$ cat src/rtl/dram_req_scheduler.sv
// dram_req_scheduler
//   Shares one DRAM request/response port (the input side of the DRAM
//   interleaver) among NUM_REQ requesters. Requests are arbitrated
//   round-robin with bounded burst ownership (up to MAX_BURST consecutive
//   accepts per requester). A tag FIFO records the issuer of every read so
//   in-order read responses are routed back to the right requester.
//   Interleaver mode changes are sequenced: new grants are blocked, the
//   outstanding reads drain, then the new config is pulsed out once.
//
// Ports
//   clk, rst_n          clock, asynchronous active-low reset
//   cfg_in              mode-change request (taken only while not busy)
//   cfg_busy            drain/apply sequence in progress
//   cfg_out             to interleaver config input; .valid is a 1-cycle pulse
//   req_in[]            per-requester request
//   req_grant_out       per-requester request accept
//   resp_out[]          per-requester read response
//   resp_grant_in       per-requester response accept
//   mem_req_out         request to the interleaver
//   mem_req_grant_in    interleaver request accept
//   mem_resp_in         response from the interleaver, in request order
//   mem_resp_grant_out  response accept towards the interleaver
//   outstanding         reads issued but not yet returned
//   err_orphan_resp     sticky: a response arrived with no read outstanding

typedef enum logic [1:0] {
  CHAN0_ONLY  = 2'd0,
  CHAN1_ONLY  = 2'd1,
  INTERLEAVED = 2'd2
} DramMode;

typedef struct packed {
  logic    valid;
  DramMode mode;
} DramInterleaverConfig;

typedef struct packed {
  logic        valid;
  logic        isWrite;
  logic [15:0] addr;
  logic [31:0] data;
} MemReq;

typedef struct packed {
  logic        valid;
  logic [31:0] data;
} MemResp;

module dram_req_scheduler #(
  parameter int NUM_REQ       = 4,
  parameter int MAX_BURST     = 4,
  parameter int LOG_TAG_DEPTH = 6
) (
  input  logic                     clk,
  input  logic                     rst_n,
  input  DramInterleaverConfig     cfg_in,
  output logic                     cfg_busy,
  output DramInterleaverConfig     cfg_out,
  input  MemReq                    req_in [NUM_REQ],
  output logic [NUM_REQ-1:0]       req_grant_out,
  output MemResp                   resp_out [NUM_REQ],
  input  logic [NUM_REQ-1:0]       resp_grant_in,
  output MemReq                    mem_req_out,
  input  logic                     mem_req_grant_in,
  input  MemResp                   mem_resp_in,
  output logic                     mem_resp_grant_out,
  output logic [LOG_TAG_DEPTH:0]   outstanding,
  output logic                     err_orphan_resp
);

  localparam int IDX_W   = (NUM_REQ > 1) ? $clog2(NUM_REQ) : 1;
  localparam int DEPTH   = 1 << LOG_TAG_DEPTH;
  localparam int BURST_W = $clog2(MAX_BURST + 1);

  localparam logic [IDX_W:0]         NUM_REQ_W   = (IDX_W+1)'(NUM_REQ);
  localparam logic [IDX_W-1:0]       LAST_IDX    = IDX_W'(NUM_REQ - 1);
  localparam logic [BURST_W-1:0]     MAX_BURST_W = BURST_W'(MAX_BURST);
  localparam logic [LOG_TAG_DEPTH:0] DEPTH_W     = (LOG_TAG_DEPTH+1)'(DEPTH);

  typedef enum logic [1:0] {RUN, DRAIN, APPLY} SchedState;

  SchedState              state_q, state_d;
  DramMode                mode_q, mode_d;
  logic [IDX_W-1:0]       ptr_q, ptr_d;
  logic [BURST_W-1:0]     burstCnt_q, burstCnt_d;
  logic [IDX_W-1:0]       tagMem_q [DEPTH];
  logic [LOG_TAG_DEPTH-1:0] wrPtr_q, wrPtr_d, rdPtr_q, rdPtr_d;
  logic [LOG_TAG_DEPTH:0] count_q, count_d;
  logic                   orphan_q, orphan_d;

  logic                   fifoFull, fifoEmpty;
  logic [NUM_REQ-1:0]     eligible, eligRot;
  logic                   found;
  logic [IDX_W-1:0]       offset, winner, head;
  logic [IDX_W:0]         winSum;
  logic                   accept, push, pop;

  function automatic logic [IDX_W-1:0] nextIdx(input logic [IDX_W-1:0] x);
    return (x == LAST_IDX) ? '0 : x + IDX_W'(1);
  endfunction

  assign fifoFull  = (count_q == DEPTH_W);
  assign fifoEmpty = (count_q == '0);
  assign head      = tagMem_q[rdPtr_q];

  // Round-robin search: rotate the eligibility vector so that bit 0 is the
  // current pointer, take the lowest set bit, then map back to an index.
  always_comb begin
    for (int i = 0; i < NUM_REQ; i++) begin
      eligible[i] = req_in[i].valid && (req_in[i].isWrite || !fifoFull);
    end
    eligRot = NUM_REQ'({eligible, eligible} >> ptr_q);
    found   = |eligRot;
    offset  = '0;
    for (int k = NUM_REQ - 1; k >= 0; k--) begin
      if (eligRot[k]) offset = IDX_W'(k);
    end
    winSum = {1'b0, ptr_q} + {1'b0, offset};
    if (winSum >= NUM_REQ_W) winSum = winSum - NUM_REQ_W;
    winner = winSum[IDX_W-1:0];
  end

  // Request path is purely combinational; reset and the drain/apply states
  // force every request-side output idle.
  always_comb begin
    mem_req_out   = '0;
    req_grant_out = '0;
    accept        = 1'b0;
    push          = 1'b0;
    if (rst_n && state_q == RUN && found) begin
      mem_req_out           = req_in[winner];
      req_grant_out[winner] = mem_req_grant_in;
      accept                = mem_req_grant_in;
      push                  = mem_req_grant_in && !req_in[winner].isWrite;
    end
  end

  // Burst ownership: the pointer stays on a requester for MAX_BURST accepts.
  // A non-pointer winner takes ownership with one accept already counted,
  // except in pure round-robin mode where it is passed on immediately.
  always_comb begin
    ptr_d      = ptr_q;
    burstCnt_d = burstCnt_q;
    if (accept) begin
      if (winner == ptr_q) begin
        if (burstCnt_q + BURST_W'(1) == MAX_BURST_W) begin
          ptr_d      = nextIdx(winner);
          burstCnt_d = '0;
        end else begin
          burstCnt_d = burstCnt_q + BURST_W'(1);
        end
      end else if (MAX_BURST == 1) begin
        ptr_d      = nextIdx(winner);
        burstCnt_d = '0;
      end else begin
        ptr_d      = winner;
        burstCnt_d = BURST_W'(1);
      end
    end
  end

  // Response routing: the FIFO head owns the response port, so a stalled
  // requester blocks everyone behind it. With no read outstanding any
  // response is an orphan and is swallowed.
  always_comb begin
    for (int i = 0; i < NUM_REQ; i++) resp_out[i] = '0;
    mem_resp_grant_out = 1'b0;
    pop                = 1'b0;
    orphan_d           = orphan_q;
    if (rst_n) begin
      if (!fifoEmpty) begin
        resp_out[head]     = mem_resp_in;
        mem_resp_grant_out = resp_grant_in[head];
        pop                = mem_resp_in.valid && resp_grant_in[head];
      end else if (mem_resp_in.valid) begin
        mem_resp_grant_out = 1'b1;
        orphan_d           = 1'b1;
      end
    end
  end

  always_comb begin
    wrPtr_d = push ? wrPtr_q + LOG_TAG_DEPTH'(1) : wrPtr_q;
    rdPtr_d = pop  ? rdPtr_q + LOG_TAG_DEPTH'(1) : rdPtr_q;
    count_d = count_q;
    case ({push, pop})
      2'b10:   count_d = count_q + (LOG_TAG_DEPTH+1)'(1);
      2'b01:   count_d = count_q - (LOG_TAG_DEPTH+1)'(1);
      default: count_d = count_q;
    endcase
  end

  // Mode-change sequencer. DRAIN waits on the post-update count so the
  // apply pulse follows the cycle of the last pop directly.
  always_comb begin
    state_d = state_q;
    mode_d  = mode_q;
    unique case (state_q)
      RUN: begin
        if (cfg_in.valid) begin
          mode_d  = cfg_in.mode;
          state_d = DRAIN;
        end
      end
      DRAIN:   if (count_d == '0) state_d = APPLY;
      APPLY:   state_d = RUN;
      default: state_d = RUN;
    endcase
  end

  assign cfg_busy        = (state_q != RUN);
  assign cfg_out.valid   = (state_q == APPLY);
  assign cfg_out.mode    = mode_q;
  assign outstanding     = count_q;
  assign err_orphan_resp = orphan_q;

  always_ff @(posedge clk) begin
    if (push) tagMem_q[wrPtr_q] <= winner;
  end

  always_ff @(posedge clk or negedge rst_n) begin
    if (!rst_n) begin
      state_q    <= RUN;
      mode_q     <= CHAN0_ONLY;
      ptr_q      <= '0;
      burstCnt_q <= '0;
      wrPtr_q    <= '0;
      rdPtr_q    <= '0;
      count_q    <= '0;
      orphan_q   <= 1'b0;
    end else begin
      state_q    <= state_d;
      mode_q     <= mode_d;
      ptr_q      <= ptr_d;
      burstCnt_q <= burstCnt_d;
      wrPtr_q    <= wrPtr_d;
      rdPtr_q    <= rdPtr_d;
      count_q    <= count_d;
      orphan_q   <= orphan_d;
    end
  end

endmodule

$ cat config.mk
export PLATFORM = sky130hd
export DESIGN_NAME = dram_req_scheduler
export DESIGN_NICKNAME = d
export VERILOG_FILES = /design/src/rtl/dram_req_scheduler.sv
export SDC_FILE = /design/constraint.sdc
export NUM_CORES = 1
export LEC_CHECK = 0
export ABC_AREA = 1
export CORE_AREA = 4 4 171 173
export DETAILED_ROUTE_END_ITERATION = 16
export DIE_AREA = 0 0 175 177
export GPL_TIMING_DRIVEN = 0
export PLACE_DENSITY_LB_ADDON = 0.15
export SYNTH_ARGS = -nofsm -noshare
export SYNTH_HDL_FRONTEND = slang
export SYNTH_SLANG_ARGS = --single-unit
$ cat constraint.sdc
create_clock -name clk -period 5.72 [get_ports clk]
set_input_delay 1.144 -clock clk [delete_from_list [all_inputs] [get_ports clk]]
set_output_delay 1.144 -clock clk [all_outputs]
set_load 0.02 [all_outputs]
==> results.sh, run 1 <==
export IMPL_cts_path_max_buffers=2
export IMPL_num_vias=11200
export IMPL_worst_slew_pin_transition_ns=0.867
export IMPL_grt_pass1_vias=11000
export IMPL_slew_viol_final=0
export IMPL_track_usage=0.262
export IMPL_dp_cells=2132
export IMPL_peakVddDrop_v=0.000356
export IMPL_synth_cells=1312
export IMPL_core_rowCount=61
export IMPL_cp_end_kind="output port"
export IMPL_reg2reg_slack_ns=0.84
export IMPL_n_fill_cell=2604
export IMPL_overflow=0
export IMPL_synth_area_sq_um=9910
export IMPL_cts_max_level=4
export IMPL_antenna_found_initial=2
export IMPL_cts_tree="built"
export IMPL_start_util=0.359
export IMPL_outcome="complete, no violations"
export IMPL_worst_hold_path_type="register to register"
export IMPL_drtIter0Drc=799
export IMPL_cp_max_fo=12
export IMPL_layout_cells_non_filler=2168
export IMPL_setup_worst_path_start="req_in[48]"
export IMPL_period_needed_ns=5.49
export IMPL_setup_violations=0
export IMPL_worstReg2RegStart="outstanding[3]"
export IMPL_cts_sinks=157
export IMPL_ys_seq_elements=157
export IMPL_core_area_sq_um=27600
export IMPL_max_slew_margin_rel=0.422
export IMPL_drt_wl_total_mm=43.2
export IMPL_start_kind="input pin"
export IMPL_ff_latch_area_sq_um=4570
export IMPL_antenna_left=0
export IMPL_finalHoldViolations=0
export IMPL_endpoint="mem_req_out[37]"
export IMPL_drcViolationCount=0
export IMPL_regToRegEndpoint="state_q[0]"
export IMPL_via_per_inst=5.15
export IMPL_syn_nets=1571
export IMPL_syn_area_per_cell_sq_um=7.56
export IMPL_power_mw=9.10
export IMPL_hpwl_mm=33.5
export IMPL_cts_buffers=17
export IMPL_clk_pin_slew_worst_paths_ns=0.07
export IMPL_layout_common_cells="nand2_1, clkdlybuf4s50_1, nor2_1"
export IMPL_ys_types=38
export IMPL_critical_path_class="input pin to output port"
export IMPL_drive_gt1_frac=0.0777
export IMPL_cellPowerDensity_nw_per_um2=586
export IMPL_maxCapViolations=0
export IMPL_rsz0062_at_grt="no"
export IMPL_worstSkewPairLatency_ns=0.43
export IMPL_rr_worst_depth=32
export IMPL_fmax_mhz=182
export IMPL_ios=442
export IMPL_fin_skew_ns=0.0102
export IMPL_p_leak_nw=6.52
export IMPL_port_buffers=441
export IMPL_grt_max_degree=48
export IMPL_die_h_um=177
export IMPL_wl_per_cell_um=19.9
export IMPL_die_w_um=175
export IMPL_fin_crit_sh=0.959
export IMPL_place_congestion=0.961
export IMPL_ys_warn_count=0
export IMPL_required_ns=4.58
export IMPL_seq_area_frac_synth=0.461
export IMPL_drt_first_pass_iters=5
export IMPL_final_core_utilization=0.562
export IMPL_multi_input_area_sq_um=4810
export IMPL_area_growth_syn_to_layout_pct=56.6
export IMPL_cp_arrival_ns=4.34
export IMPL_die_area_sq_um=31000
export IMPL_final_nets=2034
export IMPL_grt_pass1_wl_mm=62.0
export IMPL_clockRootBuffer="clkbuf_16"
[registers in the layout, indices dropped and copies added (netlist names)]
name	cells
outstanding	7
rdPtr_q	6
tagMem_q	128
ptr_q	2
mode_q	2
err_orphan_resp	1
burstCnt_q	3
wrPtr_q	6
state_q	2
[final cells by class]
cell class / count / area share
buffer: 81 / 0.0272
multi-input combinational: 1020 / 0.310
clock buffer: 18 / 0.0283
timing repair buffer: 444 / 0.290
tap: 378 / 0.0305
inverter: 54 / 0.0131
antenna: 2 / 0.000322
sequential: 157 / 0.294
clock inverter: 14 / 0.00709
[timing repair]
| action | CTS | global route |
|---|---|---|
| pin swaps | 0 | 1 |
| cloned | 1 | 0 |
| endpoints found under the setup margin | 52 | 50 |
| buffers inserted | 0 | 1 |
| resized for setup | 51 | 54 |
| hold endpoints to repair | 0 | 0 |
| hold buffers | 0 | 0 |
[how the worst min path moves through the flow]
stage	startpoint	endpoint	depth (start not counted)	slack [ns]
floorplan	rdPtr_q[3]	rdPtr_q[3]	2	0.46
global placement	err_orphan_resp	err_orphan_resp	1	0.47
detailed placement	err_orphan_resp	err_orphan_resp	1	0.48
CTS	err_orphan_resp	err_orphan_resp	1	0.50
global route	err_orphan_resp	err_orphan_resp	1	0.51
finish	err_orphan_resp	err_orphan_resp	1	0.49
[critical path, stage by stage]
cell and delay, ns:
clkdlybuf4s50_1 0.47, inv_1 0.04, nand3_1 0.09, nand3_1 0.12, nand2_1 0.11, nand2_1 0.07
nand2_2 0.12, a31oi_1 0.05, nor2_1 0.19, ha_4 0.30, clkbuf_2 0.19, inv_2 0.19
clkbuf_2 0.26, buf_2 0.26, nand2_1 0.09, a31oi_2 0.28, clkdlybuf4s15_1 0.35
[routing by layer]
| layer | track usage | vias up | part of all wire |
|---|---|---|---|
| li1 | - | 5338 | - |
| met1 | 0.289 | 5172 | 0.36 |
| met2 | 0.481 | 559 | 0.51 |
| met3 | 0.0677 | 93 | 0.090 |
| met4 | 0.106 | 0 | 0.035 |
| met5 | 0 | - | 0 |
[cells by family after synthesis]
logic type / count (synthesis) / share of synthesized area
AND/OR/NAND/NOR: 769 / 0.321
AO/OA/AOI/OAI: 220 / 0.125
flip-flops: 157 / 0.461
buffers and inverters: 135 / 0.0582
adder cells (fa/ha/maj): 16 / 0.0210
XOR/XNOR: 12 / 0.0106
multiplexers: 3 / 0.00328
[synth_stat cells, drive strengths merged]
cell     count  area (sq um)
nand3b       2          15.0
nor3         2          10.0
dfrtp       29           726
mux2         2          22.5
xnor2        3          26.3
o211ai      10          75.1
o221ai       6          52.6
inv         50           188
nor2       292          1130
mux2i        1          10.0
fa           1          20.0
o21bai       1          7.51
a21oi        7          35.0
buf         38           213
nand4       17           106
clkbuf      43           161
edfxtp     128          3840
ha          15           188
a31oi       51           319
or2          2          12.5
o22ai       17           106
o21ai      127           636
a2bb2oi      1          8.76
nor4         1          6.26
nand2      399          1520
nand3       54           380
clkinv       4          15.0
xor2         9          78.8
[power by group]
group | total, mW | internal [mW] | switching [mW]
registers | 1.78 | 1.69 | 0.0911
logic | 6.26 | 2.05 | 4.21
clock network | 1.06 | 0.573 | 0.483
[per-stage QoR]
stage	cell area (sq um)	worst slack [ns]	TNS [ns]	hold WS (ns)
global route	15500	0.00369	0	0.515
finish	15500	0.233	0	0.489
detailed placement	14800	-1.05	-36.02	0.479
global placement	14800	-2.14	-114.44	0.465
CTS	15400	0.000397	0	0.496
floorplan	9910	0.259	0	0.464
Note: power is estimated with default switching activity, not from simulation.
==> run 2: changes to the inputs <==
--- a/config.mk
+++ b/config.mk
@@ -6,6 +6,7 @@
 export NUM_CORES = 1
 export LEC_CHECK = 0
 export ABC_AREA = 1
+export CAP_MARGIN = 25
 export CORE_AREA = 4 4 171 173
 export DETAILED_ROUTE_END_ITERATION = 16
 export DIE_AREA = 0 0 175 177
==> results.sh, run 2 (synthesized netlist as in run 1, its figures left out) <==
export IMPL_start_util=0.359
export IMPL_clockRootBuffer="clkbuf_16"
export IMPL_port_buffers=441
export IMPL_cts_path_max_buffers=2
export IMPL_gr_usage_met3=0.0649
export IMPL_n_fill_cell=2636
export IMPL_max_slew_margin_rel=0.423
export IMPL_grt_use_met1=0.295
export IMPL_cp_end_kind="output port"
export IMPL_antenna_found_initial=2
export IMPL_cp_arrival_ns=4.31
export IMPL_critical_path_class="input pin to output port"
export IMPL_start_kind="input pin"
export IMPL_p_leak_nw=6.58
export IMPL_cts_buffers=17
export IMPL_critPathMaxStageDelay_ns=0.43
export IMPL_final_nets=2033
export IMPL_fmax_mhz=183
export IMPL_layout_common_cells="nand2_1, clkdlybuf4s50_1, nor2_1"
export IMPL_dp_cells=2133
export IMPL_antenna_left=0
export IMPL_grt_pass1_wl_mm=62.2
export IMPL_ios=442
export IMPL_required_ns=4.58
export IMPL_core_rowCount=61
export IMPL_largest_reg_flops=128
export IMPL_crit_chain="clkdlybuf4s50_1 > inv_1 > nand3_1 > nand3_1 > nand2_1 > nand2_1 > nand2_2 > a31oi_1 > nor2_1 > ha_4 > xor2_2 > inv_1 > nand3_2 > nand2_2 > clkbuf_4 > clkbuf_1 > a31oi_1 > dlygate4sd2_1"
export IMPL_slowest_stage="clkdlybuf4s50_1"
export IMPL_overflow=0
export IMPL_cp_max_fo=10
export IMPL_core_area_sq_um=27600
export IMPL_place_congestion=0.961
export IMPL_hpwl_mm=33.6
export IMPL_drcViolationCount=0
export IMPL_maxCapViolations=0
export IMPL_hold_ws_ns=0.487
export IMPL_drt_wl_total_mm=43.2
export IMPL_cts_tree="built"
export IMPL_worst_hold_path_type="register to register"
export IMPL_track_usage=0.262
export IMPL_ff_latch_area_sq_um=4570
export IMPL_drtIter0Drc=785
export IMPL_grt_max_degree=48
export IMPL_use_met2=0.478
export IMPL_fin_skew_ns=0.00807
export IMPL_outcome="complete, no violations"
export IMPL_multi_input_area_sq_um=4810
export IMPL_worstSkewPairLatency_ns=0.44
export IMPL_rsz0062_at_grt="no"
export IMPL_grt_pass1_vias=10900
export IMPL_period_needed_ns=5.45
export IMPL_area_growth_syn_to_layout_pct=57.1
export IMPL_final_core_utilization=0.564
export IMPL_cts_sinks=157
export IMPL_worst_slew_pin_transition_ns=0.865
export IMPL_crit_buf_inv=6
export IMPL_layout_cells_non_filler=2167
export IMPL_num_vias=11200
export IMPL_die_h_um=177
export IMPL_setup_violations=0
export IMPL_gr_max_usage_layer="met2"
export IMPL_die_area_sq_um=31000
export IMPL_peakVddDrop_v=0.000363
export IMPL_clk_pin_slew_worst_paths_ns=0.06
export IMPL_power_mw=9.13
export IMPL_cellPowerDensity_nw_per_um2=587
export IMPL_drt_first_pass_iters=5
export IMPL_cts_max_level=4
export IMPL_slew_viol_final=0
export IMPL_finalHoldViolations=0
export IMPL_drive_gt1_frac=0.0767
export IMPL_regMostFlops="tagMem_q"
export IMPL_fin_crit_sh=0.953
export IMPL_wl_per_cell_um=19.9
export IMPL_via_per_inst=5.17
export IMPL_die_w_um=175
export IMPL_crit_family="buffers and inverters"
==> run 2: timing repair <==
action,in CTS,in global routing
setup buffers,0,1
setup endpoints to repair,52,52
gates resized for setup,44,53
hold buffers,0,0
==> run 2: report_power, final <==
group	switching (mW)	total [mW]	internal [mW]
Clock	0.483	1.14	0.661
Combinational	4.20	6.21	2.01
Sequential	0.0911	1.78	1.69
Total	4.77	9.13	4.36
==> run 2: metal layers <==
layer  part of all wire  wire (um)
met1               0.36      15600
met2               0.51      22100
met3              0.092       3990
met4              0.034       1490
met5                  0          0
==> run 2: layout make-up <==
class | count | area share
multi-input cells | 1020 | 0.309
diodes | 2 | 0.000321
flip-flops and latches | 157 | 0.293
inverters | 54 | 0.0130
clock inverters | 14 | 0.0101
well taps | 378 | 0.0304
repair buffers | 444 | 0.289
plain buffers | 80 | 0.0267
clock buffers | 18 | 0.0282
==> run 2: path summary, 6_finish.rpt <==
kind | slack, ns | startpoint | cells past startpoint | endpoint
worst max register to register | 0.80 | rdPtr_q[1] | 27 | state_q[0]
max in group asynchronous | 4.35 | rst_n | 1 | wrPtr_q[1]
worst max-delay path | 0.27 | req_in[148] | 18 | mem_req_out[38]
min in group asynchronous | 0.80 | rst_n | 1 | err_orphan_resp
worst min-delay path | 0.49 | err_orphan_resp | 1 | err_orphan_resp
worst min register to register | 0.49 | err_orphan_resp | 1 | err_orphan_resp
==> run 2: stage by stage <==
step | worst slack (ns) | instance area, sq um | TNS, ns
6_report | 0.270 | 15600 | 0
5_1_grt | 0.0320 | 15600 | 0
4_1_cts | 0.00152 | 15500 | 0
3_5_place_dp | -1.01 | 14800 | -34.85
3_3_place_gp | -2.14 | 14800 | -114.44
2_1_floorplan | 0.259 | 9910 | 0
